===== src/rtl/interrupt_controller.sv =====
// rtl/interrupt_controller.sv - edge-latched priority interrupt controller with PC nesting stack
// Optional feature: define IRQ_CTRL_NMI_EN to make line 0 a re-entrant non-maskable interrupt.
module interrupt_controller #(
  parameter int          N_IRQ         = 8,
  parameter int          STACK_DEPTH   = 4,
  parameter logic [15:0] VECTOR_BASE   = 16'hFF00,
  parameter logic [15:0] VECTOR_STRIDE = 16'h0010
) (
  input  logic                               clk,
  input  logic                               rst,
  input  logic [N_IRQ-1:0]                   i_irq,
  input  logic                               i_global_en,
  input  logic                               i_mask_we,
  input  logic [N_IRQ-1:0]                   i_mask_data,
  input  logic                               i_return,
  input  logic [15:0]                        i_save_pc,
  output logic                               o_interrupt_enable,
  output logic [15:0]                        o_interrupt_address,
  output logic                               o_recovery_enable,
  output logic [15:0]                        o_recovery_pc,
  output logic                               o_pc_lock,
  output logic [$clog2(N_IRQ+1)-1:0]         o_active_level,
  output logic [$clog2(STACK_DEPTH+1)-1:0]   o_depth,
  output logic                               o_err
);

  localparam int LW = $clog2(N_IRQ + 1);
  localparam int DW = $clog2(STACK_DEPTH + 1);
  localparam int SW = (STACK_DEPTH > 1) ? $clog2(STACK_DEPTH) : 1;
  localparam logic [LW-1:0] LVL_NONE  = LW'(N_IRQ);
  localparam logic [DW-1:0] DEPTH_MAX = DW'(STACK_DEPTH);

  typedef enum logic [1:0] {ST_IDLE, ST_DISPATCH, ST_RETURN} state_t;

  state_t           state, state_n;
  logic [N_IRQ-1:0] irq_q, pending, mask, req_vec, clr_vec;
  logic [LW-1:0]    level, sel, best;
  logic [DW-1:0]    depth;
  logic             err;
  logic             has_req, has_room, nmi_req, eligible, ret_ok, ret_bad, nmi_full;
  logic [SW-1:0]    wr_idx, top_idx;

  logic [15:0]      stack_pc  [STACK_DEPTH];
  logic [LW-1:0]    stack_lvl [STACK_DEPTH];

  always_comb begin
    req_vec = pending & mask;
`ifdef IRQ_CTRL_NMI_EN
    req_vec[0] = pending[0];
`endif
    has_req = |req_vec;
    best    = LVL_NONE;
    for (int k = N_IRQ - 1; k >= 0; k--) begin
      if (req_vec[k]) best = LW'(k);
    end
  end

`ifdef IRQ_CTRL_NMI_EN
  assign nmi_req = pending[0];
`else
  assign nmi_req = 1'b0;
`endif

  assign has_room = (depth < DEPTH_MAX);
  // A pending NMI bypasses the enable and level checks; only stack space gates it.
  assign eligible = nmi_req ? has_room
                            : (i_global_en & has_req & (best < level) & has_room);
  assign ret_ok   = i_return & (depth != '0) & (state == ST_IDLE);
  assign ret_bad  = i_return & ~ret_ok;
  assign nmi_full = nmi_req & ~has_room & (state == ST_IDLE) & ~ret_ok;

  assign wr_idx  = SW'(depth);
  assign top_idx = SW'(depth - DW'(1));
  assign clr_vec = (state == ST_DISPATCH) ? ({{(N_IRQ-1){1'b0}}, 1'b1} << sel) : '0;

  always_comb begin
    state_n = state;
    case (state)
      ST_IDLE: begin
        if (ret_ok)        state_n = ST_RETURN;
        else if (eligible) state_n = ST_DISPATCH;
      end
      ST_DISPATCH: state_n = ST_IDLE;
      ST_RETURN:   state_n = ST_IDLE;
      default:     state_n = ST_IDLE;
    endcase
  end

  always_ff @(posedge clk) begin
    if (rst) begin
      state   <= ST_IDLE;
      irq_q   <= '0;
      pending <= '0;
      mask    <= '1;
      level   <= LVL_NONE;
      depth   <= '0;
      sel     <= '0;
      err     <= 1'b0;
    end else begin
      state   <= state_n;
      irq_q   <= i_irq;
      // New edges win over the dispatch clear on the same edge.
      pending <= (pending & ~clr_vec) | (i_irq & ~irq_q);
      if (i_mask_we) mask <= i_mask_data;
      if (state == ST_IDLE && state_n == ST_DISPATCH) sel <= best;
      if (state == ST_DISPATCH) begin
        level <= sel;
        depth <= depth + DW'(1);
      end else if (state == ST_RETURN) begin
        level <= stack_lvl[top_idx];
        depth <= depth - DW'(1);
      end
      if (ret_bad | nmi_full) err <= 1'b1;
    end
  end

  always_ff @(posedge clk) begin
    if (!rst && state == ST_DISPATCH) begin
      stack_pc[wr_idx]  <= i_save_pc;
      stack_lvl[wr_idx] <= level;
    end
  end

  assign o_interrupt_enable  = (state == ST_DISPATCH);
  assign o_interrupt_address = o_interrupt_enable ? (VECTOR_BASE + 16'(sel) * VECTOR_STRIDE) : 16'h0;
  assign o_recovery_enable   = (state == ST_RETURN);
  assign o_pc_lock           = (state == ST_RETURN);
  assign o_recovery_pc       = o_recovery_enable ? stack_pc[top_idx] : 16'h0;
  assign o_active_level      = level;
  assign o_depth             = depth;
  assign o_err               = err;

endmodule

===== config.mk =====
export PLATFORM = sky130hd
export DESIGN_NAME = interrupt_controller
export DESIGN_NICKNAME = d
export VERILOG_FILES = /design/src/rtl/interrupt_controller.sv
export SDC_FILE = /design/constraint.sdc
export NUM_CORES = 1
export LEC_CHECK = 0
export BUFFER_PORTS_ARGS = -buffer_cell sky130_fd_sc_hd__buf_2
export CORE_MARGIN = 2
export CORE_UTILIZATION = 50
export CTS_BUF_LIST = sky130_fd_sc_hd__clkbuf_16
export CTS_CLUSTER_SIZE = 24
export DETAILED_ROUTE_END_ITERATION = 6
export GPL_TIMING_DRIVEN = 0
export HOLD_SLACK_MARGIN = 0.05
export MAX_ROUTING_LAYER = met4
export PLACE_DENSITY = 0.75
export SLEW_MARGIN = 20
export SYNTH_ARGS = -nofsm -noshare
export SYNTH_HDL_FRONTEND = slang
export SYNTH_SLANG_ARGS = --single-unit

===== constraint.sdc =====
create_clock -name clk -period 2.18 [get_ports clk]
set_input_delay 0 -clock clk [delete_from_list [all_inputs] [get_ports clk]]
set_output_delay 0 -clock clk [all_outputs]
set_load 0.03 [all_outputs]

==> metrics.csv, run 1 <==
stage,metric,value,unit
placement,global placement routability congestion,0.8039,
placement,Area after DPL,5466,um^2
critical_path,Most common cell on crit path,a21oi_4,
critical_path,WP data required,2.47,ns
sta,post-layout minimum cycle time,2.143,ns
placement,PortBufs,75,
sta,WHS,0.2338,ns
clock_network,CTS buffer count,17,
grt,GRT Overall Usage,0.2241,
critical_path,CP top delay family,compound AO/OA/AOI/OAI gates,
final_layout,"commonest non-fill, non-tap cells in the layout","80 x edfxtp_1, 75 x buf_2, 41 x dlygate4sd3_1, 36 x dfxtp_1, 22 x buf_4",
drt,via count,3347,
min_path,worst hold start,i_mask_we,
grt,initial antenna violation count,0,
final_layout,"commonest non-fill, non-tap cell in the layout",edfxtp_1,
placement,DP HPWL,6.399,mm
clock_network,H-tree depth,4,
sta,setup violators final,0,
floorplanning,I/O pin total,80,
pwr,worst vdd ir,0.0007841,V
synthesis,Syn Std Cell Area,4900,um^2
sta,PnR worst setup slack,0.03740,ns
clock_network,worst-skew pair later-pin latency,0.41,ns
critical_path,WP buf/inv,0,
grt,total congestion overflow,0,
sta,slew margin rel.,0.6381,
sta,FMAX,0.4667,GHz
grt,largest net degree at the start of global routing,21,
pwr,Pleak,0.002620,uW
drt,drt pass-1 iters,4,
clock_network,root buffer cell,clkbuf_16,
floorplanning,core area,9639,um^2
pwr,pwr dens,1295,nW/um^2
drt,Via density,5.271,
critical_path,r2r startpoint,mask[6]$_SDFFE_PP1P_,
grt,first-pass GRT wire length,16.75,mm
grt,vias in the first global route,3288,
critical_path,flop2flop setup slack,0.04,ns
sta,Slew Limit Fails,0,
run_status,status,"complete, no violations",
final_layout,layout filler cell count,660,
critical_path,critical-path cell list,and2_4 > a21oi_4 > nand2b_1 > a21boi_2 > ha_2 > a21oi_2 > o311ai_4 > a21oi_4 > mux2_4,
floorplanning,num rows,36,
sta,"Period Utilization, post-route",0.9828,
clock_network,"Reg clk slew, reported paths",0.05,ns
floorplanning,starting density of the core,0.5083,
min_path,hold crit path type,in -> reg,
final_layout,cell area after layout,6684,um^2
sta,RSZ-0062 raised after global routing,true,
critical_path,Setup CP Type,reg -> reg,
sta,Final Skew,0.007344,ns
placement,DP Worst Slack,-0.4259,ns
critical_path,Critical-path top delay cell,dfxtp_1,
floorplanning,Die Ht,103.0,um
synthesis,"Async S/R FF share, synth",0,
critical_path,Critical path origin,mask[6]$_SDFFE_PP1P_,
critical_path,arrival time worst endpoint,2.43,ns
floorplanning,Die Width,103.0,um
drt,wire length per cell,17.91,um
synthesis,syn_area_per_cell,14.45,um^2
drt,1st-iter DRT viols,162,
critical_path,Critical Path Max Stage Delay,0.33,ns
critical_path,crit start category,register,
final_layout,fin nets,537,
final_layout,layout cells sized above 1,0.3526,
drt,# DRC,0,
synthesis,synth unique cells,37,
synthesis,"Top FF cell, synth",edfxtp_1,
drt,Routed WL,11.37,mm
critical_path,Worst Setup End Kind,register,
critical_path,Worst Path Max Fanout,3,
job,max-cap violations,0,
final_layout,Area Growth Syn to Fin,36.41,%
clock_network,CTS tree,yes,
sta,Final Hold Fails,0,
clock_network,Max Buffers Root-to-Sink,2,
synthesis,Cells after Synth,339,
synthesis,Post-synth EDFFs,80,
final_layout,ANT cells,0,
clock_network,clock sinks,118,
synthesis,Syn. warnings,0,
sta,Worst Tran Pin Value,0.5429,ns
drt,Final ANT Viol Nets,0,
synthesis,post-synthesis register bit count,118,
synthesis,register area share after synthesis,0.6456,
floorplanning,Die Footprint,10610,um^2
[logic make-up (layout without fill, tap and decap cells)]
group | Yosys count | count (layout) | synth area share
AOI/OAI and AO/OA | 49 | 49 | 0.07202
xor gates and xnor gates | 2 | 2 | 0.003576
adders and majority gates | 11 | 11 | 0.02809
buffers and inverters | 38 | 194 | 0.04035
DFF | 118 | 118 | 0.6456
muxes | 25 | 25 | 0.1032
other | 1 | 4 | 0.0007654
and+or+nand+nor | 95 | 99 | 0.1065
[final cells by class]
class                           instances  area (um^2)  share of cell area
Tap cell                              133        166.4             0.02490
Multi-Input combinational cell        190         1679              0.2512
Sequential cell                       118         3168              0.4740
Clock buffer                           21        525.5             0.07862
Inverter                               13        52.55            0.007862
Clock inverter                         11        50.05            0.007488
Timing Repair Buffer                  125        857.1              0.1282
Buffer                                 24        185.2             0.02771
[power by group]
group	switching [uW]	internal [uW]
Clock	932	1690
Combinational	1710	1470
Sequential	199	2650
[flip-flops by register name, indices dropped and copies added (netlist names)]
name            flops
state               2
o_depth             3
mask                8
stack_pc           64
irq_q               8
pending             8
o_err               1
o_active_level      4
sel                 4
stack_lvl          16
[worst min-delay path, stage by stage]
cell	delay (ns)
buf_2	0.14
clkbuf_1	0.21
nor2b_1	0.15
a211o_1	0.10
[path summary, 6_finish.rpt]
path,depth (start not counted),end
min reg2reg,2,o_err$_SDFFE_PP0P_
max reg2reg,9,sel[3]$_SDFFE_PP0P_
min,4,mask[5]$_SDFFE_PP1P_
max,9,sel[3]$_SDFFE_PP0P_
[through the flow]
step | TNS, ns | utilization | instances | total power [uW]
after global routing | -0.1094 | 0.6934 | 635 | 9055
after CTS | 0 | 0.6813 | 629 | 8444
after detailed placement | -32.14 | 0.5671 | 550 | 5467
final | 0 | 0.6934 | 635 | 8654
after global placement | -25.43 | 0.5671 | 550 | 5380
after floorplan | 0 | - | 342 | 4798
[cells in the mapped netlist (4+ instances only)]
cell	instances	area share
a211o_1	8	0.014
a21oi_1	17	0.017
and2_1	21	0.027
buf_4	14	0.021
clkbuf_1	9	0.0069
dfxtp_1	38	0.16
edfxtp_1	80	0.49
ha_1	11	0.028
inv_1	13	0.010
mux2i_1	4	0.0082
mux4_2	20	0.092
nand2_1	19	0.015
nand2b_1	20	0.026
nor2_1	11	0.0084
nor2b_1	18	0.023
o21ai_0	7	0.0071
[per-layer routing]
metal	track usage	vias up	wire length, um
li1	-	1538	-
met1	0.2614	1642	4541
met2	0.3756	152	5972
met3	0.05763	15	721
met4	0.08198	0	139
met5	-	-	0
[what timing repair did]
item	in CTS	in global routing
pin swaps	4	5
hold buffers	41	0
buffers inserted	4	4
gates resized for setup	23	19
hold endpoints to repair	93	0
cloned	2	3
endpoints found under the setup margin	109	101
(Power assumes the default switching activity.)
==> run 2: changes to the inputs <==
--- a/config.mk
+++ b/config.mk
@@ -14,7 +14,7 @@
 export GPL_TIMING_DRIVEN = 0
 export HOLD_SLACK_MARGIN = 0.05
 export MAX_ROUTING_LAYER = met4
-export PLACE_DENSITY = 0.75
+export PLACE_DENSITY_LB_ADDON = 0.25
 export SLEW_MARGIN = 20
 export SYNTH_ARGS = -nofsm -noshare
 export SYNTH_HDL_FRONTEND = slang
==> run 2 against run 1 <==
Against the previous run: sequential share of layout area rose by 0.34 points; critical path depth fell by 1; setup slack improved by 0.018 ns.
==> metrics.csv, run 2 (synthesis results as in run 1) <==
stage,metric,value,unit,change
critical_path,FF-to-FF path depth,8,,was 9
drt,1st-iter DRT viols,152,,was 162
final_layout,Area Growth Syn to Fin,35.50,%,was 36.41%
critical_path,Setup CP Type,reg -> reg,,unchanged
grt,initial antenna violation count,0,,unchanged
sta,Worst Tran Pin Value,0.5745,ns,was 0.5429 ns
clock_network,root buffer cell,clkbuf_16,,unchanged
clock_network,Max Buffers Root-to-Sink,2,,unchanged
critical_path,Worst R2R End,sel[3]$_SDFFE_PP0P_,,unchanged
final_layout,Register Area,3169,um^2,was 3168 um^2
grt,largest net degree at the start of global routing,17,,was 21
pwr,worst vdd ir,0.0006964,V,was 0.0007841 V
sta,FMAX,0.4707,GHz,was 0.4667 GHz
min_path,hold crit path type,in -> reg,,unchanged
critical_path,r2r startpoint,mask[4]$_SDFFE_PP1P_,,was mask[6]$_SDFFE_PP1P_
critical_path,flop2flop setup slack,0.06,ns,was 0.04 ns
final_layout,cell area after layout,6639,um^2,was 6684 um^2
floorplanning,core area,9639,um^2,unchanged
drt,Routed WL,10.62,mm,was 11.37 mm
drt,# DRC,0,,unchanged
grt,M1 GR Usage,0.2579,,was 0.2614
sta,Final Skew,0.007948,ns,was 0.007344 ns
floorplanning,I/O pin total,80,,unchanged
clock_network,H-tree depth,4,,unchanged
sta,RSZ-0062 raised after global routing,true,,unchanged
grt,GRT Overall Usage,0.2144,,was 0.2241
final_layout,fin nets,538,,was 537
final_layout,ANT cells,0,,unchanged
clock_network,CTS tree,yes,,unchanged
clock_network,clock sinks,118,,unchanged
floorplanning,Die Ht,103.0,um,unchanged
grt,total congestion overflow,0,,unchanged
drt,Via density,5.178,,was 5.271
floorplanning,Die Width,103.0,um,unchanged
drt,Final ANT Viol Nets,0,,unchanged
critical_path,WP data required,2.47,ns,about the same
final_layout,Top Registers,"stack_pc: 64 flops, stack_lvl: 16 flops",,unchanged
critical_path,Worst Setup End Kind,register,,unchanged
sta,Slew Limit Fails,0,,unchanged
critical_path,crit start category,register,,unchanged
sta,Final Hold Fails,0,,unchanged
final_layout,multi-input logic area,1687,um^2,was 1679 um^2
critical_path,arrival time worst endpoint,2.42,ns,was 2.43 ns
critical_path,Critical path origin,mask[4]$_SDFFE_PP1P_,,was mask[6]$_SDFFE_PP1P_
critical_path,Worst Path Max Fanout,3,,unchanged
grt,vias in the first global route,3158,,was 3288
floorplanning,starting density of the core,0.5083,,unchanged
sta,post-layout minimum cycle time,2.124,ns,was 2.143 ns
final_layout,"commonest non-fill, non-tap cell in the layout",edfxtp_1,,unchanged
run_status,status,"complete, no violations",,unchanged
grt,GRT busiest layer,met2,,unchanged
drt,drt pass-1 iters,5,,was 4
final_layout,"commonest non-fill, non-tap cells in the layout","80 x edfxtp_1, 75 x buf_2, 41 x dlygate4sd3_1, 35 x dfxtp_1, 23 x buf_4",,"was 80 x edfxtp_1, 75 x buf_2, 41 x dlygate4sd3_1, 36 x dfxtp_1, 22 x buf_4"
sta,slew margin rel.,0.6170,,was 0.6381
drt,via count,3293,,was 3347
drt,wire length per cell,16.69,um,was 17.91 um
critical_path,CP endpoint,sel[3]$_SDFFE_PP0P_,,unchanged
placement,global placement routability congestion,0.8648,,was 0.8039
placement,PortBufs,75,,unchanged
clock_network,"Reg clk slew, reported paths",0.05,ns,about the same
final_layout,Largest register FFs,64,,unchanged
grt,M3 GR Usage,0.05288,,was 0.05763
placement,Area after DPL,5466,um^2,unchanged
floorplanning,num rows,36,,unchanged
pwr,Pleak,0.002582,uW,was 0.002620 uW
grt,Global Route met2 Usage,0.3516,,was 0.3756
grt,first-pass GRT wire length,15.92,mm,was 16.75 mm
final_layout,layout cells sized above 1,0.3499,,was 0.3526
sta,setup violators final,0,,unchanged
pwr,pwr dens,1261,nW/um^2,was 1295 nW/um^2
sta,"Period Utilization, post-route",0.9745,,was 0.9828
final_layout,most flop-heavy register,stack_pc,,unchanged
placement,DP HPWL,6.195,mm,was 6.399 mm
clock_network,worst-skew pair later-pin latency,0.41,ns,about the same
job,max-cap violations,0,,unchanged
clock_network,CTS buffer count,17,,unchanged
pwr,Total Power,8370,uW,was 8654 uW
floorplanning,Die Footprint,10610,um^2,unchanged
final_layout,layout filler cell count,690,,was 660
## run 2: worst min-delay path by stage
stage | to | slack [ns] | startpoint | cells after the start
2_1_floorplan | stack_pc[0][0]$_DFFE_PP_ | 0.1 | i_save_pc[0] | 0
3_3_place_gp | mask[7]$_SDFFE_PP1P_ | 0.20 | i_mask_data[7] | 2
3_5_place_dp | mask[7]$_SDFFE_PP1P_ | 0.21 | i_mask_data[7] | 2
4_1_cts | mask[5]$_SDFFE_PP1P_ | 0.23 | i_mask_we | 4
5_1_grt | mask[6]$_SDFFE_PP1P_ | 0.29 | i_mask_we | 4
6_report | mask[6]$_SDFFE_PP1P_ | 0.27 | i_mask_we | 4
## run 2: where the power goes
part,total [uW],leakage [uW],internal (uW),switching (uW)
Combinational,3080,0.00129,1440,1630
Clock,2450,0.000257,1520,928
Sequential,2850,0.00104,2650,193
Total,8370,0.00258,5620,2750
## run 2: repair_timing
item | 4_1_cts | 5_1_grt
pin swaps | 5 | 8
resized for setup | 23 | 18
setup buffers | 4 | 5
hold buffers | 41 | 0
cloned | 5 | 0
setup endpoints to repair | 106 | 99
endpoints found under the hold margin | 93 | 0
## run 2: area by class of cell
type	instances	share of cell area
clock buffer	17	0.06408
multi-input combinational	190	0.2541
timing repair buffer	126	0.1302
tap	133	0.02507
sequential	118	0.4774
buffer	24	0.02714
clock inverter	15	0.01470
inverter	13	0.007350
## run 2: metal layers
| layer | up-vias | routed length, um |
|---|---|---|
| li1 | 1536 | - |
| met1 | 1655 | 4501 |
| met2 | 90 | 5500 |
| met3 | 12 | 472 |
| met4 | 0 | 144 |
| met5 | - | 0 |
## run 2: critical path: stages, from the launching register on
cell and delay, ns:
dfxtp_2 0.33, a22oi_2 0.31, nand4_1 0.23, inv_2 0.12, ha_4 0.15, nand2_1 0.08, o311ai_4 0.38, a21oi_4 0.11
mux2_4 0.30
## run 2: stage by stage
step	hold WS, ns	utilization	setup slack [ns]	cells	TNS, ns
after global placement	0.2018	0.5671	-0.3528	550	-25.34
after CTS	0.2296	0.6777	0.01668	632	0
after detailed placement	0.2110	0.5671	-0.4068	550	-27.96
after global routing	0.2900	0.6887	-0.05267	636	-0.1449
final	0.2700	0.6887	0.05559	636	0
after floorplan	0.09887	-	0.01653	342	0
==> run 3: changes to the inputs <==
--- a/config.mk
+++ b/config.mk
@@ -15,6 +15,7 @@
 export HOLD_SLACK_MARGIN = 0.05
 export MAX_ROUTING_LAYER = met4
 export PLACE_DENSITY_LB_ADDON = 0.25
+export RECOVER_POWER = 50
 export SLEW_MARGIN = 20
 export SYNTH_ARGS = -nofsm -noshare
 export SYNTH_HDL_FRONTEND = slang
==> run 3 against run 2 <==
Against the previous run: hold slack about the same; sequential power about the same; critical path type unchanged; clock power about the same; via count decreased by 0.39%; first-iteration DRC count increased by 9.9%.
==> metrics.csv, run 3 (synthesis results as in run 1) <==
stage,metric,value,unit,change
pwr,Net Sw Power,2750,uW,was 2754 uW
clock_network,"Reg clk slew, reported paths",0.05,ns,about the same
drt,via count,3280,,was 3293
critical_path,Worst Path Max Fanout,3,,unchanged
final_layout,Area Growth Syn to Fin,34.91,%,was 35.50%
placement,DP HPWL,6.195,mm,unchanged
floorplanning,starting density of the core,0.5083,,unchanged
pwr,Pleak,0.002511,uW,was 0.002582 uW
drt,Final ANT Viol Nets,0,,unchanged
final_layout,ANT cells,0,,unchanged
final_layout,Largest register FFs,64,,unchanged
grt,total congestion overflow,0,,unchanged
min_path,worst hold start,i_mask_we,,unchanged
pwr,clock share of power,0.293,,was 0.292
min_path,hold path depth,4,,unchanged
critical_path,Critical-path top delay cell,o311ai_4,,unchanged
critical_path,Worst Setup End Kind,register,,unchanged
floorplanning,num rows,36,,unchanged
critical_path,critical-path cell list,a22oi_2 > nand4_1 > inv_2 > ha_4 > nand2_1 > o311ai_4 > a21oi_4 > mux2_4,,unchanged
sta,"Period Utilization, post-route",0.9739,,was 0.9745
drt,# DRC,0,,unchanged
sta,post-layout minimum cycle time,2.123,ns,was 2.124 ns
min_path,hold endpoint,mask[6]$_SDFFE_PP1P_,,unchanged
final_layout,multi-input logic area,1687,um^2,unchanged
final_layout,most flop-heavy register,stack_pc,,unchanged
critical_path,Worst R2R End,sel[3]$_SDFFE_PP0P_,,unchanged
final_layout,"commonest non-fill, non-tap cell in the layout",edfxtp_1,,unchanged
sta,Worst Tran Pin Value,0.5839,ns,was 0.5745 ns
grt,initial antenna violation count,0,,unchanged
critical_path,crit start category,register,,unchanged
pwr,Reg power frac,0.341,,was 0.340
final_layout,final non-filler cell total,636,,unchanged
sta,Final Skew,0.006571,ns,was 0.007948 ns
pwr,pwr dens,1263,nW/um^2,was 1261 nW/um^2
floorplanning,core area,9639,um^2,unchanged
clock_network,CTS tree,yes,,unchanged
sta,slew margin rel.,0.6108,,was 0.6170
critical_path,Setup CP Type,reg -> reg,,unchanged
drt,drt pass-1 iters,4,,was 5
run_status,status,"complete, no violations",,unchanged
sta,FMAX,0.4710,GHz,was 0.4707 GHz
floorplanning,Die Footprint,10610,um^2,unchanged
pwr,worst vdd ir,0.0006970,V,was 0.0006964 V
critical_path,flop2flop setup slack,0.06,ns,about the same
drt,wire length per cell,16.57,um,was 16.69 um
final_layout,layout cells sized above 1,0.3042,,was 0.3499
job,max-cap violations,0,,unchanged
drt,Via density,5.157,,was 5.178
clock_network,H-tree depth,4,,unchanged
final_layout,"commonest non-fill, non-tap cells in the layout","80 x edfxtp_1, 52 x buf_2, 41 x dlygate4sd3_1, 35 x dfxtp_1, 30 x clkbuf_1",,"was 80 x edfxtp_1, 75 x buf_2, 41 x dlygate4sd3_1, 35 x dfxtp_1, 23 x buf_4"
clock_network,Max Buffers Root-to-Sink,2,,unchanged
placement,Inst Count DP,550,,unchanged
placement,DP Worst Slack,-0.4068,ns,unchanged
min_path,hold crit path type,in -> reg,,unchanged
final_layout,Register Area,3169,um^2,unchanged
final_layout,fin nets,538,,unchanged
final_layout,final core utilization,0.6857,,was 0.6887
clock_network,root buffer cell,clkbuf_16,,unchanged
critical_path,Critical Path Max Stage Delay,0.38,ns,about the same
floorplanning,Die Width,103.0,um,unchanged
pwr,Pint,5598,uW,was 5616 uW
sta,RSZ-0062 raised after global routing,true,,unchanged
grt,largest net degree at the start of global routing,17,,unchanged
clock_network,CTS buffer count,17,,unchanged
sta,Slew Limit Fails,0,,unchanged
final_layout,layout filler cell count,704,,was 690
critical_path,arrival time worst endpoint,2.42,ns,about the same
grt,GRT Overall Usage,0.2144,,unchanged
floorplanning,Die Ht,103.0,um,unchanged
drt,1st-iter DRT viols,167,,was 152
drt,Routed WL,10.54,mm,was 10.62 mm
placement,global placement routability congestion,0.8648,,unchanged
floorplanning,I/O pin total,80,,unchanged
pwr,logic gate share of total power,0.366,,was 0.367
clock_network,worst-skew pair later-pin latency,0.41,ns,about the same
sta,Final Hold Fails,0,,unchanged
final_layout,Top Registers,"stack_pc: 64 flops, stack_lvl: 16 flops",,unchanged
critical_path,r2r startpoint,mask[4]$_SDFFE_PP1P_,,unchanged
sta,PnR worst setup slack,0.05681,ns,was 0.05559 ns
placement,PortBufs,75,,unchanged
critical_path,FF-to-FF path depth,8,,unchanged
clock_network,clock sinks,118,,unchanged
grt,first-pass GRT wire length,15.92,mm,unchanged
critical_path,WP data required,2.47,ns,about the same
grt,vias in the first global route,3158,,unchanged
sta,setup violators final,0,,unchanged
pwr,Switching Share,0.3294,,was 0.3291
## run 3: final cells by class
| cell class | instances | area share |
|---|---|---|
| clock buffer | 17 | 0.06436 |
| multi-input combinational | 190 | 0.2552 |
| sequential | 118 | 0.4795 |
| tap | 133 | 0.02518 |
| clock inverter | 15 | 0.01476 |
| inverter | 13 | 0.007382 |
| buffer | 24 | 0.02726 |
| timing repair buffer | 126 | 0.1264 |
## run 3: what timing repair did
action                                 in CTS  in global routing
setup buffers                               4                  5
gates resized for setup                    23                 18
pin swaps                                   5                  8
setup endpoints to repair                 106                 99
endpoints found under the hold margin      93                  0
hold buffers                               41                  0
cloned                                      5                  0
## run 3: worst max-delay path, delay by kind of cell, from the launching register on
family	cells	cell delay [ns]
AND/OR/NAND/NOR	2	0.30
flip-flops	1	0.33
AO/OA/AOI/OAI	3	0.80
buffers and inverters	1	0.12
multiplexers	1	0.30
adder cells (fa/ha/maj)	1	0.15
## run 3: how the worst max path moves through the flow
stage / startpoint / end / slack (ns) / cells past startpoint
after CTS: state[1]$_SDFF_PP0_ / stack_pc[2][9]$_DFFE_PP_ / 0.02 / 6
after floorplan: state[1]$_SDFF_PP0_ / stack_lvl[3][0]$_DFFE_PP_ / 0.02 / 6
final: mask[4]$_SDFFE_PP1P_ / sel[3]$_SDFFE_PP0P_ / 0.06 / 8
after global routing: mask[4]$_SDFFE_PP1P_ / sel[3]$_SDFFE_PP0P_ / -0.05 / 8
after global placement: o_depth[0]$_SDFFE_PP0P_ / o_recovery_pc[8] / -0.35 / 7
after detailed placement: o_depth[0]$_SDFFE_PP0P_ / o_recovery_pc[8] / -0.41 / 7
## run 3: power groups by stage
stage / Clock (uW) / Sequential (uW) / Combinational, uW
after detailed placement: 0 / 2890 / 2560
after global placement: 0 / 2880 / 2520
final: 2450 / 2850 / 3050
after floorplan: 0 / 2950 / 1840
after CTS: 2470 / 2840 / 2920
after global routing: 2570 / 2880 / 3320
## run 3: per-stage QoR
step | setup TNS [ns] | total power [uW] | cell area (um^2) | hold slack, ns
global placement | -25.34 | 5403 | 5466 | 0.2018
detailed placement | -27.96 | 5453 | 5466 | 0.2110
floorplan | 0 | 4798 | 4925 | 0.09887
global route | -0.1449 | 8767 | 6610 | 0.2900
finish | 0 | 8348 | 6610 | 0.2698
CTS | 0 | 8235 | 6533 | 0.2296
## run 3: per-layer routing
metal,routed length (um),global-route usage,part of all wire,vias to the layer above
li1,-,-,-,1540
met1,4423,0.2579,0.42,1642
met2,5521,0.3516,0.52,84
met3,445,0.05288,0.042,14
met4,150,0.08097,0.014,0
met5,0,-,0,-
